### src/rtl/hamm_fifo_rx.sv
// hamm_fifo_rx: buffers 38-bit Hamming-protected words from the encoder in a
// small synchronous FIFO, and on each pop applies single-error correction and
// presents the corrected 32-bit payload with error flags and a saturating
// error counter. All status and data outputs are registered.
module hamm_fifo_rx #(
  parameter int DEPTH     = 8,
  parameter int AW        = 3,
  parameter int Nbits_32  = 32,
  parameter int Nbits_ham = 38
) (
  input  logic                 CLK,
  input  logic                 reset,
  input  logic [Nbits_ham-1:0] data_ham_in,
  input  logic                 start_write,
  input  logic                 read_req,
  output logic [Nbits_32-1:0]  data_out,
  output logic                 data_valid,
  output logic                 sec_err,
  output logic                 ded_err,
  output logic [7:0]           err_count,
  output logic                 full,
  output logic                 empty,
  output logic [AW:0]          level,
  output logic                 overflow
);

  localparam logic [AW:0]          PTR_ONE   = {{AW{1'b0}}, 1'b1};
  localparam logic [Nbits_ham-1:0] BIT0_MASK = {{(Nbits_ham-1){1'b0}}, 1'b1};
  localparam logic [5:0]           SYN_MAX   = 6'(Nbits_ham);

  // Syndrome bit k is the XOR of every codeword bit whose Hamming position
  // (index + 1) has bit k set; a clean codeword yields zero.
  function automatic logic [5:0] f_syndrome(input logic [Nbits_ham-1:0] w);
    logic [5:0] s;
    logic [5:0] pos;
    s = 6'd0;
    for (int i = 0; i < Nbits_ham; i++) begin
      pos = 6'(i + 1);
      for (int k = 0; k < 6; k++) begin
        s[k] = s[k] ^ (w[i] & pos[k]);
      end
    end
    return s;
  endfunction

  // Gather the payload from the non-power-of-two positions, d0 in the LSB.
  function automatic logic [Nbits_32-1:0] f_extract(input logic [Nbits_ham-1:0] w);
    return {w[37:32], w[30:16], w[14:8], w[6:4], w[2]};
  endfunction

  // Storage and pointers (extra wrap bit distinguishes full from empty)
  logic [Nbits_ham-1:0] r_mem [DEPTH];
  logic [AW:0]          r_wr_ptr;
  logic [AW:0]          r_rd_ptr;
  logic [AW:0]          r_level;
  logic                 r_full;
  logic                 r_empty;
  logic                 r_overflow;

  // Output registers
  logic [Nbits_32-1:0]  r_data_out;
  logic                 r_data_valid;
  logic                 r_sec_err;
  logic                 r_ded_err;
  logic [7:0]           r_err_count;

  // Combinational helpers
  logic                 w_wr_en;
  logic                 w_rd_en;
  logic [AW:0]          w_wr_ptr_nxt;
  logic [AW:0]          w_rd_ptr_nxt;
  logic [Nbits_ham-1:0] w_rd_word;
  logic [5:0]           w_syn;
  logic [Nbits_ham-1:0] w_corrected;
  logic                 w_sec;
  logic                 w_ded;
  logic [Nbits_32-1:0]  w_payload;

  // Accept decisions use the registered (pre-edge) full/empty flags, so a
  // write into a full FIFO is dropped even if a read frees a slot this cycle.
  always_comb begin
    w_wr_en      = start_write & ~r_full;
    w_rd_en      = read_req & ~r_empty;
    w_wr_ptr_nxt = r_wr_ptr;
    w_rd_ptr_nxt = r_rd_ptr;
    if (w_wr_en) begin
      w_wr_ptr_nxt = r_wr_ptr + PTR_ONE;
    end else begin
      w_wr_ptr_nxt = r_wr_ptr;
    end
    if (w_rd_en) begin
      w_rd_ptr_nxt = r_rd_ptr + PTR_ONE;
    end else begin
      w_rd_ptr_nxt = r_rd_ptr;
    end
  end

  // Decode the word at the head of the FIFO: correct a single error if the
  // syndrome names a valid position, otherwise flag it as uncorrectable.
  always_comb begin
    w_rd_word   = r_mem[r_rd_ptr[AW-1:0]];
    w_syn       = f_syndrome(w_rd_word);
    w_corrected = w_rd_word;
    w_sec       = 1'b0;
    w_ded       = 1'b0;
    if (w_syn == 6'd0) begin
      w_corrected = w_rd_word;
      w_sec       = 1'b0;
      w_ded       = 1'b0;
    end else if (w_syn <= SYN_MAX) begin
      w_corrected = w_rd_word ^ (BIT0_MASK << (w_syn - 6'd1));
      w_sec       = 1'b1;
      w_ded       = 1'b0;
    end else begin
      w_corrected = w_rd_word;
      w_sec       = 1'b0;
      w_ded       = 1'b1;
    end
    w_payload = f_extract(w_corrected);
  end

  // Memory array is not reset; only written on an accepted write.
  always_ff @(posedge CLK) begin
    if (w_wr_en) begin
      r_mem[r_wr_ptr[AW-1:0]] <= data_ham_in;
    end
  end

  // Pointers and status flags derived from the post-edge pointer values.
  always_ff @(posedge CLK or negedge reset) begin
    if (!reset) begin
      r_wr_ptr   <= {(AW+1){1'b0}};
      r_rd_ptr   <= {(AW+1){1'b0}};
      r_level    <= {(AW+1){1'b0}};
      r_full     <= 1'b0;
      r_empty    <= 1'b1;
      r_overflow <= 1'b0;
    end else begin
      r_wr_ptr   <= w_wr_ptr_nxt;
      r_rd_ptr   <= w_rd_ptr_nxt;
      r_level    <= w_wr_ptr_nxt - w_rd_ptr_nxt;
      r_full     <= (w_wr_ptr_nxt[AW-1:0] == w_rd_ptr_nxt[AW-1:0]) &&
                    (w_wr_ptr_nxt[AW] != w_rd_ptr_nxt[AW]);
      r_empty    <= (w_wr_ptr_nxt == w_rd_ptr_nxt);
      r_overflow <= r_overflow | (start_write & r_full);
    end
  end

  // Registered read results: one-cycle valid pulse per pop, payload held
  // between pops, flags cleared on idle cycles.
  always_ff @(posedge CLK or negedge reset) begin
    if (!reset) begin
      r_data_out   <= {Nbits_32{1'b0}};
      r_data_valid <= 1'b0;
      r_sec_err    <= 1'b0;
      r_ded_err    <= 1'b0;
    end else begin
      r_data_valid <= w_rd_en;
      r_sec_err    <= w_rd_en & w_sec;
      r_ded_err    <= w_rd_en & w_ded;
      if (w_rd_en) begin
        r_data_out <= w_payload;
      end
    end
  end

  // Saturating count of popped words that carried any detected error.
  always_ff @(posedge CLK or negedge reset) begin
    if (!reset) begin
      r_err_count <= 8'd0;
    end else if (w_rd_en && (w_sec || w_ded) && (r_err_count != 8'hFF)) begin
      r_err_count <= r_err_count + 8'd1;
    end
  end

  assign data_out   = r_data_out;
  assign data_valid = r_data_valid;
  assign sec_err    = r_sec_err;
  assign ded_err    = r_ded_err;
  assign err_count  = r_err_count;
  assign full       = r_full;
  assign empty      = r_empty;
  assign level      = r_level;
  assign overflow   = r_overflow;

endmodule
### config.mk
export PLATFORM = sky130hd
export DESIGN_NAME = hamm_fifo_rx
export DESIGN_NICKNAME = d
export VERILOG_FILES = /design/src/rtl/hamm_fifo_rx.sv
export SDC_FILE = /design/constraint.sdc
export NUM_CORES = 1
export LEC_CHECK = 0
export ABC_CLOCK_PERIOD_IN_PS = 13700
export CAP_MARGIN = 20
export CORE_MARGIN = 2
export CORE_UTILIZATION = 34
export DETAILED_ROUTE_END_ITERATION = 10
export GPL_TIMING_DRIVEN = 0
export PLACE_DENSITY = 0.51
export SLEW_MARGIN = 20
export SYNTH_ARGS = -nofsm -noshare
export SYNTH_HDL_FRONTEND = slang
export SYNTH_SLANG_ARGS = --single-unit
### constraint.sdc
create_clock -name CLK -period 13.7 [get_ports CLK]
set_input_delay 1.37 -clock CLK [delete_from_list [all_inputs] [get_ports CLK]]
set_output_delay 1.37 -clock CLK [all_outputs]
set_load 0.005 [all_outputs]
==> results.yml, run 1 <==
run_status:
  outcome: "complete, no violations"
synthesis:
  synth_top_area_cell: "edfxtp_1"
  syn_nets: 884
  syn_avg_cell_area_um2: 18.9
  yosys-top-cells-count: "304 x edfxtp_1, 81 x mux4_2, 79 x xnor2_1"
  synth_flop_cell: "edfxtp_1"
  ys_types: 51
  async_flop_share_pct: 16.0
  synth_edf_count: 304
  syn_area_um2: 15700
  synth.ff_latch_count: 362
  yosysMostFrequentCell: "edfxtp_1"
  synthTopCellsByArea: "edfxtp_1 58%, mux4_2 12%, dfrtp_1 9.1%"
  synth_seq_area_share_pct: 67.2
  synth_top_cell_area_share_pct: 58.0
  syn_inst: 835
  ys_warn_count: 0
placement:
  place_area_um2: 17900
  dpl.hpwl_mm: 27.4
  io_buffer_count: 91
  globalplace.congestion: 0.796
worst_hold_path:
  min_to: "overflow$_DFF_PN0_"
  holdCritStartpoint: "overflow$_DFF_PN0_"
  hold_path.class: "reg -> reg"
  holdPathStages: 1
clocking:
  h-tree-depth: 2
  cts_sinks: 362
  numCtsBuffers: 41
  hold_buffers: 0
  worstSkewPairLatency_ns: 0.56
  cts_tree: "yes"
  cts_max_path_buffers: 3
  root_buffer: "clkbuf_16"
  clk_pin_slew_ns: 0.06
  cts_resized: 0
  cts_setup_buffers: 0
die:
  die_area_um2: 48000
  rows: 78
  die_h_um: 219
  boundaryPins: 92
  die_x_um: 219
  start_util_pct: 34.5
  core_area_um2: 45600
setup_path:
  worstPathCellList: "buf_2, buf_4, buf_2, buf_2, mux4_2, mux2i_1, xnor2_1, xor3_1, nor3_1, o211ai_2, nand2_1, mux2_2"
  end_kind: "flop"
  reg2reg_from: "r_rd_ptr[2]$_DFF_PN0_"
  rr_worst_depth: 12
  r2r_slack_ns: 8.80
  crit_top_cell: "buf_2"
  cp.arrival_ns: 5.34
  r2r_end: "err_count[1]$_DFFE_PN0P_"
  cpPeakStageDelay_ns: 0.93
  required_ns: 14.13
  worstPathMaxFanout: 10
  startpoint: "r_rd_ptr[2]$_DFF_PN0_"
  crit_path_top_delay_cell: "nor3_1"
  crit_type: "reg -> reg"
  cp-start-kind: "flop"
grt:
  grt_pass1_wl_mm: 56.8
  grt_start_max_net_pins: 41
  antenna_found_initial: 1
  grt_overflow: 0
  grt_pass1_vias: 8745
  track_usage_pct: 16.3
finish:
  multi_input_area_um2: 4910
  fillers: 4073
  drive_gt1_share_pct: 22.9
  final_core_util_pct: 41.9
  antenna_cells_inserted: 0
  ff_latch_area_um2: 10600
  area_growth_pct: 21.2
  fin_area_um2: 19100
  nets: 1059
timing:
  tns_ns: 0
  timing.final.crit_share_pct: 35.8
  finalHoldViolCount: 0
  slew_headroom_pct: 24.1
  worst_pin_slew_ns: 1.13
  skew_ns: 0.0276
  fin_crit_ns: 4.90
  setup_violations: 0
  maxSlewViolCount: 0
  rsz0062_at_grt: "false"
  max_freq_ghz: 0.204
route:
  met1_length_mm: 17.0
  wl_mm: 38.1
  detail_route.first_pass.iterations: 5
  vias: 8116
  drc: 0
  dr_wl_met2_mm: 18.4
  wire_per_inst_um: 23.3
  viasPerCell: 4.96
  first_iter_violations: 573
  top_layer: "met5"
  ant_nets: 0
  wl_met3_mm: 1.88
flow_run:
  maxCapViolCount: 0
## final cells by class
type	instances	area share, %
Buffer	34	1.41
Sequential cell	362	55.5
Inverter	11	0.216
Clock buffer	61	6.10
Multi-Input combinational cell	428	25.7
Tap cell	600	3.93
Clock inverter	9	0.302
Timing Repair Buffer	132	6.87
## cell usage in the layout (no fill, tap or decap), types with 4 or more instances in the layout
cell type        synthesis  layout
mux2i_2                  4       4
inv_1                   10      10
clkinv_1                 1       5
buf_4                    4      24
o21ai_0                 23      23
xnor3_1                 14      14
clkbuf_16                0      43
dfrtp_1                 57      57
buf_6                   11      17
o211ai_1                29      29
edfxtp_1               304     304
nor2_1                   9       6
mux2i_4                  9       9
clkbuf_1                 8      24
and3_1                   7       7
mux2i_1                 28      28
buf_12                   2       8
mux4_2                  81      81
xor2_1                  26      26
nand2_1                 42      42
nor3_1                  14       9
o21ai_1                  7       7
buf_2                    9      18
nor3_2                   5      10
ha_1                     6       6
nand3_1                  6       6
clkdlybuf4s50_1          0      90
xnor2_1                 79      79
## per-layer routing
metal,GRT usage [%],up-vias
met3,3.26,50
met5,0,-
met2,27.0,182
met4,4.21,2
li1,-,3646
met1,22.1,4236
## cells by family after synthesis
family / count (synthesis) / synth area share (%)
DFF: 362 / 67.2
and+or+nand+nor: 96 / 3.03
buffers and inverters: 45 / 1.97
AOI/OAI and AO/OA: 73 / 3.00
muxes: 125 / 15.3
adders and majority gates: 7 / 0.604
xor gates and xnor gates: 127 / 8.88
## worst max path at each step
stage,endpoint,cells after the start
floorplan,r_mem[1][0]$_DFFE_PP_,2
finish,err_count[1]$_DFFE_PN0P_,12
global placement,r_mem[1][33]$_DFFE_PP_,3
global route,err_count[1]$_DFFE_PN0P_,12
detailed placement,err_count[1]$_DFFE_PN0P_,12
CTS,err_count[1]$_DFFE_PN0P_,12
## critical path, delay by kind of cell, from the launching register on
family                    cells  cell delay (ns)
muxes                         3             0.94
buffers and inverters         4             1.29
AOI/OAI and AO/OA             1             0.36
DFF                           1             0.32
and+or+nand+nor               2             1.14
xor gates and xnor gates      2             0.70
## metrics by stage
stage               worst slack (ns)  instances  hold WS, ns
finish                          8.80       1637        0.451
global route                    8.63       1637        0.471
CTS                             8.79       1637        0.457
detailed placement              8.82       1567        0.444
global placement                2.55       1526        0.438
floorplan                       8.11        835        0.451
## sequential cells by signal, summed over array words and instances, names as in the netlist
register	flops
empty	1
err_count	8
data_out	32
ded_err	1
sec_err	1
full	1
overflow	1
r_rd_ptr	4
r_mem	304
data_valid	1
r_wr_ptr	4
level	4
Power of run 1 is left out: the tool's default activity adds up to more than one toggle a clock period on the data nets, which glitch-free logic cannot reach.
==> run 2, diff against run 1 <==
Settings changed: ABC_CLOCK_PERIOD_IN_PS 13700 to 4050, PLACE_DENSITY 0.51 to 0.53.
Clock period 13.7 ns to 4.05 ns, I/O delays scaled along.
==> run 2 against run 1 <==
Against the previous run: cell count up 3.8%; clock skew decreased by 0.016 ns; worst hold slack worse by 0.16 ns; die area did not move; critical path depth grew 3; routed wire length grew 2.7%.
==> results.yml, run 2 (synthesis results as in run 1) <==
grt:
  grt_pass1_wl_mm: 56.9
  track_usage_pct: 16.4
  grt_pass1_vias: 8672
  grt_start_max_net_pins: 36
  antenna_found_initial: 1
  grt_overflow: 0
setup_path:
  startpoint: "r_rd_ptr[1]$_DFF_PN0_"
  worstPathMaxFanout: 8
  crit_type: "reg -> reg"
  cp.arrival_ns: 4.46
  end_kind: "flop"
  reg2reg_from: "r_rd_ptr[1]$_DFF_PN0_"
  cp-start-kind: "flop"
  required_ns: 4.47
clocking:
  root_buffer: "clkbuf_16"
  worstSkewPairLatency_ns: 0.55
  cts_max_path_buffers: 3
  cts_tree: "yes"
  cts_sinks: 362
  h-tree-depth: 2
  numCtsBuffers: 42
  clk_pin_slew_ns: 0.06
placement:
  io_buffer_count: 91
  globalplace.congestion: 0.815
  dpl.hpwl_mm: 26.7
timing:
  setup_violations: 0
  slew_headroom_pct: 45.5
  timing.final.crit_share_pct: 99.9
  skew_ns: 0.0120
  maxSlewViolCount: 0
  worst_pin_slew_ns: 0.813
  max_freq_ghz: 0.247
  fin_crit_ns: 4.04
  finalHoldViolCount: 0
  rsz0062_at_grt: "true"
finish:
  fillers: 3998
  final_core_util_pct: 44.6
  nets: 1118
  multi_input_area_um2: 5280
  area_growth_pct: 29.1
  largest_reg_flops: 304
  final_common_cell: "edfxtp_1"
  ff_latch_area_um2: 10600
  drive_gt1_share_pct: 31.4
  final_cell_mix: "304 x edfxtp_1, 90 x clkdlybuf4s50_1, 81 x mux4_2"
route:
  detail_route.first_pass.iterations: 5
  dr_wl_met2_mm: 18.7
  drc: 0
  viasPerCell: 4.98
  top_layer: "met5"
  wl_met3_mm: 2.01
  met1_length_mm: 17.5
  wl_mm: 39.2
  vias: 8459
  first_iter_violations: 556
  ant_nets: 0
  wire_per_inst_um: 23.1
die:
  core_area_um2: 45600
  boundaryPins: 92
  die_area_um2: 48000
  die_h_um: 219
  start_util_pct: 34.5
  rows: 78
  die_x_um: 219
run_status:
  outcome: "complete, no violations"
flow_run:
  maxCapViolCount: 0
worst_hold_path:
  hold_path.class: "in -> async"
==> run 2: timing repair <==
item                                   in CTS  in global routing
gates cloned                                0                  3
endpoints found under the hold margin      22                  0
hold buffers                                1                  0
gates resized for setup                    70                 33
pin swaps                                   7                 15
buffers inserted                           12                 47
setup endpoints to repair                  42                 34
==> run 2: layout make-up <==
type / count / area share [%]
Clock buffer: 50 / 5.63
Timing Repair Buffer: 190 / 9.58
Sequential cell: 362 / 52.1
Tap cell: 600 / 3.69
Clock inverter: 23 / 0.905
Buffer: 34 / 1.92
Antenna cell: 1 / 0.0123
Inverter: 11 / 0.203
Multi-Input combinational cell: 428 / 26.0
==> run 2: metrics by stage <==
| stage | hold WS (ns) | cells | area (µm²) | setup WS [ns] | TNS [ns] |
|---|---|---|---|---|---|
| 2_1_floorplan | 0.109 | 835 | 15800 | 0.0593 | 0 |
| 3_3_place_gp | 0.442 | 1526 | 17400 | -3.98 | -850.52 |
| 3_5_place_dp | 0.326 | 1562 | 17900 | -0.893 | -23.43 |
| 4_1_cts | 0.281 | 1648 | 19700 | 0.0000582 | 0 |
| 5_1_grt | 0.320 | 1698 | 20300 | -0.0891 | -0.532 |
| 6_report | 0.294 | 1699 | 20300 | 0.00584 | 0 |
==> run 2: critical path: stages (launching register included) <==
cell       delay [ns]
dfrtp_2          0.45
buf_12           0.15
buf_12           0.14
buf_12           0.15
clkbuf_16        0.15
buf_4            0.13
mux4_2           0.30
mux2i_4          0.29
xnor2_1          0.18
xnor2_2          0.28
xnor3_2          0.51
buf_4            0.16
nor3_4           0.33
o211ai_1         0.19
xnor2_1          0.39
o21ai_1          0.10
==> run 2: routing by layer <==
metal | track usage (%) | up-vias
met5 | 0 | -
met4 | 5.83 | 2
met3 | 3.12 | 55
met2 | 25.8 | 210
met1 | 22.7 | 4421
li1 | - | 3771
==> run 2: worst paths after layout <==
path                                            endpoint  slack [ns]  depth (start not counted)
worst min-delay path            err_count[0]$_DFFE_PN0P_        0.29                          2
min in group CLK                      overflow$_DFF_PN0_        0.46                          1
max in group asynchronous          r_rd_ptr[0]$_DFF_PN0_        3.23                          3
worst max register to register  data_out[15]$_DFFE_PN0P_       0.006                         15
worst max-delay path            data_out[15]$_DFFE_PN0P_       0.006                         15
worst min register to register        overflow$_DFF_PN0_        0.46                          1
Power of run 2 is left out for the same reason.
==> run 3, diff against run 2 <==
Settings changed: CORE_UTILIZATION 34 to 54, PLACE_DENSITY 0.53 to 0.77.
==> run 3 against run 2 <==
Against the previous run: sequential share of layout area rose by 2.6 points; register-to-register slack improved by 0.04 ns; clock skew rose by 0.0041 ns; largest cell class unchanged; die area fell by 36%; critical path type unchanged; routed wire length fell by 8.4%; count of clock-buffer cells in the layout rose by 1; worst setup slack improved by 0.037 ns; worst hold slack improved by 0.16 ns.
==> results.yml, run 3 (synthesis results as in run 1) <==
run_status:
  outcome: "complete, no violations"
clocking:
  numCtsBuffers: 37
  cts_tree: "yes"
  root_buffer: "clkbuf_16"
  worstSkewPairLatency_ns: 0.52
  cts_sinks: 362
  cts_max_path_buffers: 3
  clk_pin_slew_ns: 0.06
  h-tree-depth: 2
timing:
  finalHoldViolCount: 0
  fin_crit_ns: 4.01
  timing.hold.ws_ns: 0.455
  rsz0062_at_grt: "true"
  worst_pin_slew_ns: 0.789
  maxSlewViolCount: 0
  slew_headroom_pct: 47.0
  setup_violations: 0
  max_freq_ghz: 0.250
  timing.final.crit_share_pct: 99.0
  skew_ns: 0.0160
setup_path:
  end_kind: "flop"
  cp.arrival_ns: 4.44
  required_ns: 4.48
  crit_path_top_delay_cell: "mux4_2"
  cpPeakStageDelay_ns: 0.52
  worstPathCellList: "buf_12, buf_4, mux4_2, mux2i_4, xor2_2, xnor3_1, xnor3_2, and3_1, or4b_1, buf_2, o21a_1, o31ai_1"
  startpoint: "r_rd_ptr[1]$_DFF_PN0_"
  reg2reg_from: "r_rd_ptr[1]$_DFF_PN0_"
  rr_worst_depth: 12
  worstPathMaxFanout: 7
  crit_type: "reg -> reg"
  cp-start-kind: "flop"
finish:
  final_cell_mix: "304 x edfxtp_1, 90 x clkdlybuf4s50_1, 81 x mux4_2"
  fin_area_um2: 19400
  largest_reg_flops: 304
  final_core_util_pct: 67.4
  area_growth_pct: 22.9
  final_cells: 1433
  final_common_cell: "edfxtp_1"
  nets: 1070
  drive_gt1_share_pct: 27.2
route:
  wire_per_inst_um: 25.0
  viasPerCell: 5.98
  ant_nets: 0
  drc: 0
  first_iter_violations: 902
  detail_route.first_pass.iterations: 7
  vias: 8564
  wl_mm: 35.9
die:
  die_h_um: 175
  die_area_um2: 30500
  boundaryPins: 92
  core_area_um2: 28700
  rows: 62
  start_util_pct: 54.9
  die_x_um: 175
placement:
  io_buffer_count: 91
  globalplace.congestion: 0.897
  place_inst: 1344
  dpl.hpwl_mm: 24.3
  place_area_um2: 17600
grt:
  grt_pass1_vias: 8614
  grt_pass1_wl_mm: 53.2
  track_usage_pct: 23.7
  grt_start_max_net_pins: 59
  antenna_found_initial: 1
  grt_overflow: 0
flow_run:
  maxCapViolCount: 0
worst_hold_path:
  holdCritStartpoint: "overflow$_DFF_PN0_"
  holdPathStages: 1
  hold_path.class: "reg -> reg"
## run 3: changes by cell type in the layout (fill, tap and decap cells not counted), moves of 3 or more
cell       change
clkinv_2       -3
clkbuf_16      -9
clkbuf_1       +7
buf_4         -32
clkinv_1       -3
buf_12         -9
## run 3: final cells by class
type	count	area (µm²)
flip-flops and latches	362	10600
plain buffers	34	373
clock inverters	15	119
diodes	1	2.50
fillers	1868	9350
well taps	384	480
repair buffers	147	1490
multi-input cells	428	5250
clock buffers	51	1020
inverters	11	41.3
## run 3: final timing paths
kind | slack [ns] | end
min in group asynchronous | 0.49 | err_count[5]$_DFFE_PN0P_
min | 0.46 | overflow$_DFF_PN0_
max in group asynchronous | 3.04 | r_rd_ptr[1]$_DFF_PN0_
max reg2reg | 0.04 | data_out[26]$_DFFE_PN0P_
min reg2reg | 0.46 | overflow$_DFF_PN0_
max | 0.04 | data_out[26]$_DFFE_PN0P_
## run 3: critical path, delay by kind of cell (launching register included)
kind                   cells  cell delay, ns
buffers and inverters      3            0.46
AND/OR/NAND/NOR            2            0.70
multiplexers               2            0.81
AO/OA/AOI/OAI              2            0.39
XOR/XNOR                   3            1.09
flip-flops                 1            0.44
## run 3: repair_timing
item,4_1_cts,5_1_grt
setup buffers,9,12
endpoints found under the hold margin,57,0
pin swaps,6,9
resized for setup,63,26
endpoints found under the setup margin,42,29
hold buffers,1,0
## run 3: through the flow
stage / setup WS [ns] / setup TNS [ns]
6_report: 0.0424 / 0
5_1_grt: -0.0621 / -0.124
4_1_cts: 0.00220 / 0
3_5_place_dp: -0.817 / -21.18
3_3_place_gp: -3.18 / -679.53
2_1_floorplan: 0.0593 / 0
## run 3: per-layer routing
metal  track usage [%]  up-vias  part of all wire (%)
met5                 0        -                     0
met4              9.48        0                   3.5
met3              3.61       76                   7.2
met2              37.3      403                    48
met1              33.9     4409                    41
li1                  -     3676                     -
Power of run 3 is left out for the same reason.
